<file path="config.mk">
export PLATFORM = sky130hd
export DESIGN_NAME = lsp_expand_2
export DESIGN_NICKNAME = d
export VERILOG_FILES = /design/src/rtl/lsp_expand_2.sv
export SDC_FILE = /design/constraint.sdc
export NUM_CORES = 1
export LEC_CHECK = 0
export CORE_MARGIN = 3
export CORE_UTILIZATION = 55
export DETAILED_ROUTE_END_ITERATION = 12
export DONT_BUFFER_PORTS = 1
export GPL_TIMING_DRIVEN = 0
export PLACE_DENSITY = 0.7
export SLEW_MARGIN = 5
export SYNTH_ARGS = -nofsm -noshare
export SYNTH_HDL_FRONTEND = slang
export SYNTH_SLANG_ARGS = --single-unit
</file>
<file path="constraint.sdc">
create_clock -name clk -period 13.85 [get_ports clk]
set_clock_uncertainty 0.05 [all_clocks]
set_input_delay 3.4625 -clock clk [delete_from_list [all_inputs] [get_ports clk]]
set_output_delay 3.4625 -clock clk [all_outputs]
set_load 0.02 [all_outputs]
</file>
<file path="src/rtl/lsp_expand_2.sv">
// Lsp_expand_2: forward pass over LSP pairs buf[NC-1..M-1] in scratch memory,
// pushing apart any adjacent pair closer than the requested gap.
module lsp_expand_2 #(
  parameter logic [10:0] BUF_ADDR = 11'h100,
  parameter int          NC       = 5,
  parameter int          M        = 10
) (
  input  logic        clk,
  input  logic        reset,
  input  logic        start,
  input  logic [15:0] gap,
  input  logic [31:0] memIn,
  output logic [10:0] readAddr,
  output logic [10:0] writeAddr,
  output logic [31:0] memOut,
  output logic        memWriteEn,
  output logic        done
);

  localparam logic [3:0] J_FIRST = 4'(NC);
  localparam logic [3:0] J_LAST  = 4'(M - 1);

  typedef enum logic [3:0] {
    IDLE, RD_PREV, RD_CUR, CAPTURE, CALC, WR_PREV, WR_CUR, NEXT, DONE
  } state_t;

  state_t      state_reg, state_next;
  logic [3:0]  j_reg, j_next;
  logic [15:0] gap_reg, gap_next;
  logic [15:0] prev_raw_reg, prev_raw_next;
  logic [15:0] a_reg, a_next;
  logic [15:0] b_reg, b_next;
  logic [15:0] new_prev_reg, new_prev_next;
  logic [15:0] new_cur_reg, new_cur_next;

  logic [3:0]  j_prev;
  logic [10:0] addr_prev, addr_cur;
  logic [15:0] diff, tmp;
  logic        tmp_pos;
  logic        unused_hi;

  // 17-bit sums of sign-extended operands are exact; clamp back to Word16.
  function automatic logic [15:0] sat16(input logic [16:0] s);
    if (s[16] != s[15])
      sat16 = s[16] ? 16'h8000 : 16'h7FFF;
    else
      sat16 = s[15:0];
  endfunction

  function automatic logic [15:0] add16(input logic [15:0] x, input logic [15:0] y);
    add16 = sat16({x[15], x} + {y[15], y});
  endfunction

  function automatic logic [15:0] sub16(input logic [15:0] x, input logic [15:0] y);
    sub16 = sat16({x[15], x} - {y[15], y});
  endfunction

  assign unused_hi = ^memIn[31:16];
  assign j_prev    = j_reg - 4'd1;
  assign addr_prev = {BUF_ADDR[10:4], j_prev};
  assign addr_cur  = {BUF_ADDR[10:4], j_reg};

  assign diff    = add16(sub16(a_reg, b_reg), gap_reg);
  assign tmp     = {diff[15], diff[15:1]};
  assign tmp_pos = !tmp[15] && (tmp != 16'd0);

  always_ff @(posedge clk) begin
    if (reset) begin
      state_reg    <= IDLE;
      j_reg        <= J_FIRST;
      gap_reg      <= 16'd0;
      prev_raw_reg <= 16'd0;
      a_reg        <= 16'd0;
      b_reg        <= 16'd0;
      new_prev_reg <= 16'd0;
      new_cur_reg  <= 16'd0;
    end else begin
      state_reg    <= state_next;
      j_reg        <= j_next;
      gap_reg      <= gap_next;
      prev_raw_reg <= prev_raw_next;
      a_reg        <= a_next;
      b_reg        <= b_next;
      new_prev_reg <= new_prev_next;
      new_cur_reg  <= new_cur_next;
    end
  end

  always_comb begin
    state_next    = state_reg;
    j_next        = j_reg;
    gap_next      = gap_reg;
    prev_raw_next = prev_raw_reg;
    a_next        = a_reg;
    b_next        = b_reg;
    new_prev_next = new_prev_reg;
    new_cur_next  = new_cur_reg;
    readAddr      = 11'd0;
    writeAddr     = 11'd0;
    memOut        = 32'd0;
    memWriteEn    = 1'b0;
    done          = 1'b0;

    case (state_reg)
      IDLE: begin
        if (start) begin
          state_next = RD_PREV;
          j_next     = J_FIRST;
          gap_next   = gap;
        end
      end
      RD_PREV: begin
        readAddr   = addr_prev;
        state_next = RD_CUR;
      end
      RD_CUR: begin
        // buf[j-1] arrives now, one cycle after its address.
        readAddr      = addr_cur;
        prev_raw_next = memIn[15:0];
        state_next    = CAPTURE;
      end
      CAPTURE: begin
        a_next     = prev_raw_reg;
        b_next     = memIn[15:0];
        state_next = CALC;
      end
      CALC: begin
        new_prev_next = sub16(a_reg, tmp);
        new_cur_next  = add16(b_reg, tmp);
        state_next    = tmp_pos ? WR_PREV : NEXT;
      end
      WR_PREV: begin
        writeAddr  = addr_prev;
        memOut     = {{16{new_prev_reg[15]}}, new_prev_reg};
        memWriteEn = 1'b1;
        state_next = WR_CUR;
      end
      WR_CUR: begin
        writeAddr  = addr_cur;
        memOut     = {{16{new_cur_reg[15]}}, new_cur_reg};
        memWriteEn = 1'b1;
        state_next = NEXT;
      end
      NEXT: begin
        if (j_reg == J_LAST) begin
          state_next = DONE;
        end else begin
          j_next     = j_reg + 4'd1;
          state_next = RD_PREV;
        end
      end
      DONE: begin
        done = 1'b1;
        if (start) begin
          state_next = RD_PREV;
          j_next     = J_FIRST;
          gap_next   = gap;
        end
      end
      default: state_next = IDLE;
    endcase
  end

endmodule
</file>
==> results.sh, run 1 <==
export IMPL_synth_cells=1117
export IMPL_path_common_cell="ha_1"
export IMPL_ys_ff_latch=104
export IMPL_start_util_pct=56.3
export IMPL_finalNetCount=1264
export IMPL_post_cts_setup_buffer_count=0
export IMPL_synth_area_sq_um=8220
export IMPL_dr_pass1_iters=5
export IMPL_drive_above_1_share_pct=6.12
export IMPL_synth_adder_area_share_pct=13.3
export IMPL_cts_made_buffers=9
export IMPL_max_stage_delay_ps=760
export IMPL_area_growth_pct=7.20
export IMPL_dp_hpwl_um=19000
export IMPL_grt_use_total_pct=28.4
export IMPL_synth_top_family_by_area="compound AO/OA/AOI/OAI gates"
export IMPL_tritoncts="done"
export IMPL_rows=44
export IMPL_yosysSeqAreaShare_pct=25.3
export IMPL_grt_max_degree=18
export IMPL_finalSetupViolCount=0
export IMPL_grt_pass1_wl_um=36600
export IMPL_routed_wl_um=23400
export IMPL_dr_first_iter_drc_count=695
export IMPL_layout_common_cells="nand2_1, a21oi_1, dfxtp_1"
export IMPL_setup_tns_ps=0
export IMPL_grt_overflow=0
export IMPL_cp_arrival_ps=10720
export IMPL_async_flop_share_pct=0
export IMPL_synth_cell_types=73
export IMPL_critPathKind="flip-flop to flip-flop"
export IMPL_crit_path_end_kind="flip-flop"
export IMPL_fill_cells=1434
export IMPL_syn_area_per_cell_sq_um=7.36
export IMPL_synth_edf_count=0
export IMPL_ctsResizeCount=0
export IMPL_maxSlewHeadroom_pct=10.3
export IMPL_root_buffer="clkbuf_16"
export IMPL_maxCapViolCount=0
export IMPL_hp_class="flip-flop to flip-flop"
export IMPL_antenna_found_initial=0
export IMPL_grt_pass1_vias=7064
export IMPL_dieArea_sq_um=16400
export IMPL_cp_slowest_cell="o21ai_0"
export IMPL_die_h_um=128
export IMPL_cts_hold_buffers=0
export IMPL_tightestPinTransition_ps=1340
export IMPL_critPathTopFamily="compound AO/OA/AOI/OAI gates"
export IMPL_gp_congestion=0.971
export IMPL_critPathBufInv=7
export IMPL_cts_max_level=3
export IMPL_numPortBuffers=0
export IMPL_period_needed_ps=10500
export IMPL_num_antenna_cells=0
export IMPL_clk_pin_slew_worst_paths_ps=70
export IMPL_whs_ps=409
export IMPL_core_sq_um=14600
export IMPL_yosysWarnings=0
export IMPL_die_w_um=128
export IMPL_cts_sinks=104
export IMPL_cp_start_kind="flip-flop"
export IMPL_crit_required_ps=14070
export IMPL_crit_start="b_reg[1]"
export IMPL_crit_path_max_fanout=10
export IMPL_muxShareOfSynthArea_pct=0.624
export IMPL_rsz0062_at_grt="false"
export IMPL_min_from="prev_raw_reg[0]"
export IMPL_layout_commonest_cell="nand2_1"
export IMPL_clkLatencyLatePin_ps=360
export IMPL_hold_violations=0
export IMPL_fmax_mhz=95.2
export IMPL_vias_per_cell=5.90
export IMPL_avgRoutedWirePerCell_um=17.6
export IMPL_status="finished clean"
export IMPL_finalCritPeriodShare_pct=75.8
export IMPL_clock_tree_buffer_depth=2
export IMPL_postRouteAntennaNets=0
export IMPL_synth_xor_area_share_pct=4.26
export IMPL_yosys_area_share_simple_pct=21.8
export IMPL_drv_slew=0
export IMPL_ys_flop_type="dfxtp_1"
export IMPL_r2r_start="b_reg[1]"
export IMPL_synth_compound_area_share_pct=26.8
export IMPL_vias=7835
export IMPL_io_pins=107
export IMPL_drc=0
==> through the flow <==
step                      std cells  instance area [sq um]  setup WS, ps  util, %
final                          1328                   8810          3350     60.4
after global routing           1328                   8810          2420     60.4
after CTS                      1328                   8810          3420     60.4
after detailed placement       1312                   8490          3510     58.2
after global placement         1312                   8490          3580     58.2
after floorplan                1128                   8260          5190        -
==> synth_stat cells (9+ instances only) <==
library cell / number / area share [%]
a211oi_1: 34 / 3.1
a21o_1: 16 / 1.5
a21oi_1: 118 / 7.2
a22o_1: 17 / 1.8
and2_1: 9 / 0.68
buf_4: 29 / 2.6
clkbuf_1: 49 / 2.2
dfxtp_1: 104 / 25
ha_1: 70 / 11
inv_1: 53 / 2.4
maj3_1: 14 / 1.7
nand2_1: 175 / 8.0
nand2b_1: 17 / 1.3
nand3_1: 25 / 1.5
nor2_1: 83 / 3.8
nor3_1: 39 / 2.4
o21a_1: 16 / 1.5
o21ai_0: 65 / 4.0
o31ai_1: 10 / 0.91
or3_1: 9 / 0.68
xnor2_1: 26 / 2.8
xor2_1: 14 / 1.5
==> worst reg2reg max path, delay by kind of cell, from the launching register on <==
| family | cells | cell delay [ps] |
|---|---|---|
| adder cells (fa/ha/maj) | 5 | 1710 |
| AO/OA/AOI/OAI | 18 | 5080 |
| multiplexers | 1 | 110 |
| XOR/XNOR | 1 | 370 |
| flip-flops | 1 | 430 |
| AND/OR/NAND/NOR | 5 | 1040 |
| buffers and inverters | 7 | 1610 |
==> cell families (layout without fill, tap and decap cells) <==
| kind of cell | Yosys count | in the layout |
|---|---|---|
| mux | 5 | 5 |
| fa+ha+maj | 88 | 88 |
| xor+xnor | 40 | 40 |
| simple gates | 399 | 399 |
| compound gates | 341 | 341 |
| other cells | 1 | 12 |
| flops | 104 | 104 |
| buf+inv | 139 | 155 |
==> layer usage <==
| metal | global-route usage, % | vias to the layer above | part of all wire (%) |
|---|---|---|---|
| met4 | 9.36 | 0 | 2.8 |
| met5 | 0 | - | 0 |
| met3 | 4.79 | 32 | 7.0 |
| met2 | 44.7 | 226 | 44 |
| met1 | 39.4 | 3615 | 46 |
| li1 | - | 3962 | - |
==> cell type report <==
cell class / instances / area, sq um / share of cell area [%]
multi-input combinational: 885 / 5540 / 62.8
tap: 184 / 230 / 2.61
clock buffer: 10 / 229 / 2.60
buffer: 84 / 435 / 4.94
sequential: 104 / 2080 / 23.6
inverter: 55 / 206 / 2.34
clock inverter: 6 / 91.3 / 1.04
==> path summary, 6_finish.rpt <==
check                           cells past startpoint              to  slack [ps]
worst max-delay path                               37  new_cur_reg[4]        3350
worst min-delay path                                2        a_reg[0]         410
worst max register to register                     37  new_cur_reg[4]        3350
worst min register to register                      2        a_reg[0]         410
Power of run 1 is not shown: default switching activity piles up to over one toggle a cycle in this logic, so the estimate is an artifact.
==> inputs of run 2 (changes only) <==
clock period = 10.2 ns   (was 13.85 ns; I/O delays follow)
==> run 2 against run 1 <==
Compared with the run above: fmax increased by 9.5%; largest cell class unchanged; critical endpoint is now new_prev_reg[12]; wire length increased by 0.50%; core utilization increased by 0.47 points; non-clock buffer count unchanged.
==> results.sh, run 2 (synthesis gave the netlist of run 1 again) <==
export IMPL_drv_slew=0
export IMPL_cp_arrival_ps=9810
export IMPL_clk_pin_slew_worst_paths_ps=70
export IMPL_finalSetupViolCount=0
export IMPL_maxSlewHeadroom_pct=12.9
export IMPL_layout_commonest_cell="nand2_1"
export IMPL_cp_start_kind="flip-flop"
export IMPL_antenna_found_initial=0
export IMPL_vias_per_cell=5.90
export IMPL_critPathKind="flip-flop to flip-flop"
export IMPL_finalNetCount=1264
export IMPL_dr_first_iter_drc_count=668
export IMPL_clock_tree_buffer_depth=2
export IMPL_place_inst=1312
export IMPL_final_cells=1328
export IMPL_cp_slowest_cell="a211oi_1"
export IMPL_cts_hold_buffers=0
export IMPL_numPortBuffers=0
export IMPL_rows=44
export IMPL_fmax_mhz=104
export IMPL_fin_ws_ps=612
export IMPL_dp_hpwl_um=19000
export IMPL_clkLatencyLatePin_ps=360
export IMPL_avgRoutedWirePerCell_um=17.7
export IMPL_grt_overflow=0
export IMPL_max_stage_delay_ps=560
export IMPL_fill_cells=1427
export IMPL_postRouteAntennaNets=0
export IMPL_setup_tns_ps=0
export IMPL_fin_area_sq_um=8880
export IMPL_hold_violations=0
export IMPL_cts_made_buffers=9
export IMPL_maxCapViolCount=0
export IMPL_crit_path_max_fanout=11
export IMPL_dr_pass1_iters=5
export IMPL_grt_use_total_pct=28.4
export IMPL_tightestPinTransition_ps=1300
export IMPL_start_util_pct=56.3
export IMPL_crit_path_end_kind="flip-flop"
export IMPL_rsz0062_at_grt="false"
export IMPL_status="finished clean"
export IMPL_num_antenna_cells=0
export IMPL_drc=0
export IMPL_area_growth_pct=8.04
export IMPL_finalCritPeriodShare_pct=94.0
export IMPL_core_sq_um=14600
export IMPL_drive_above_1_share_pct=7.34
export IMPL_dieArea_sq_um=16400
export IMPL_place_area_sq_um=8490
export IMPL_layout_common_cells="nand2_1, a21oi_1, dfxtp_1"
export IMPL_cts_sinks=104
export IMPL_die_w_um=128
export IMPL_post_place_ws_ps=-142
export IMPL_routed_wl_um=23500
export IMPL_cts_max_level=3
export IMPL_io_pins=107
export IMPL_die_h_um=128
export IMPL_root_buffer="clkbuf_16"
export IMPL_crit_required_ps=10420
export IMPL_grt_pass1_vias=7069
export IMPL_period_needed_ps=9590
export IMPL_hp_class="flip-flop to flip-flop"
export IMPL_tritoncts="done"
export IMPL_path_common_cell="ha_1"
export IMPL_gp_congestion=0.971
export IMPL_grt_pass1_wl_um=36600
export IMPL_vias=7832
export IMPL_grt_max_degree=18
## run 2: cell types whose count changed in the layout (fill, tap and decap cells not counted), sizes merged
| cell | previous run | this run |
|---|---|---|
| buf | 35 | 36 |
| clkbuf | 59 | 58 |
## run 2: cell type report
cell class                 count  area (sq um)  area share [%]
tap                          184           230            2.59
inverter                      55           206            2.32
multi-input combinational    885          5590            62.9
clock buffer                  10           229            2.58
timing repair buffer           2          15.0           0.169
buffer                        82           435            4.90
clock inverter                 6          91.3            1.03
sequential                   104          2080            23.5
## run 2: metal layers
layer  up-vias  share of wire (%)  GRT usage [%]
met3        30                7.0           4.79
met4         0                2.6           9.36
li1       3965                  -              -
met1      3614                 46           39.4
met5         -                  0              0
met2       223                 44           44.7
## run 2: final timing paths
| kind | startpoint | end | slack [ps] | cells past startpoint |
|---|---|---|---|---|
| worst min register to register | prev_raw_reg[15] | a_reg[15] | 410 | 2 |
| worst max register to register | a_reg[1] | new_prev_reg[12] | 610 | 35 |
| worst min-delay path | prev_raw_reg[15] | a_reg[15] | 410 | 2 |
| worst max-delay path | a_reg[1] | new_prev_reg[12] | 610 | 35 |
## run 2: worst max-delay path: cells and delay by family (launching register included)
family          cells  cell delay, ps
flops               1             470
fa+ha+maj           7            2640
simple gates        6            1330
mux                 1             110
compound gates     17            3880
buf+inv             4            1010
## run 2: metrics by stage
stage / hold WS, ps / util [%]
after CTS: 407 / 60.4
after global routing: 423 / 60.9
after detailed placement: 397 / 58.2
after global placement: 393 / 58.2
final: 406 / 60.9
after floorplan: 382 / -
## run 2: repair_timing
item                       CTS  global route
resized for setup            2            20
pin swaps                    0             2
buffers inserted             0             2
setup endpoints to repair   25            32
Power of run 2 is left out for the same reason.
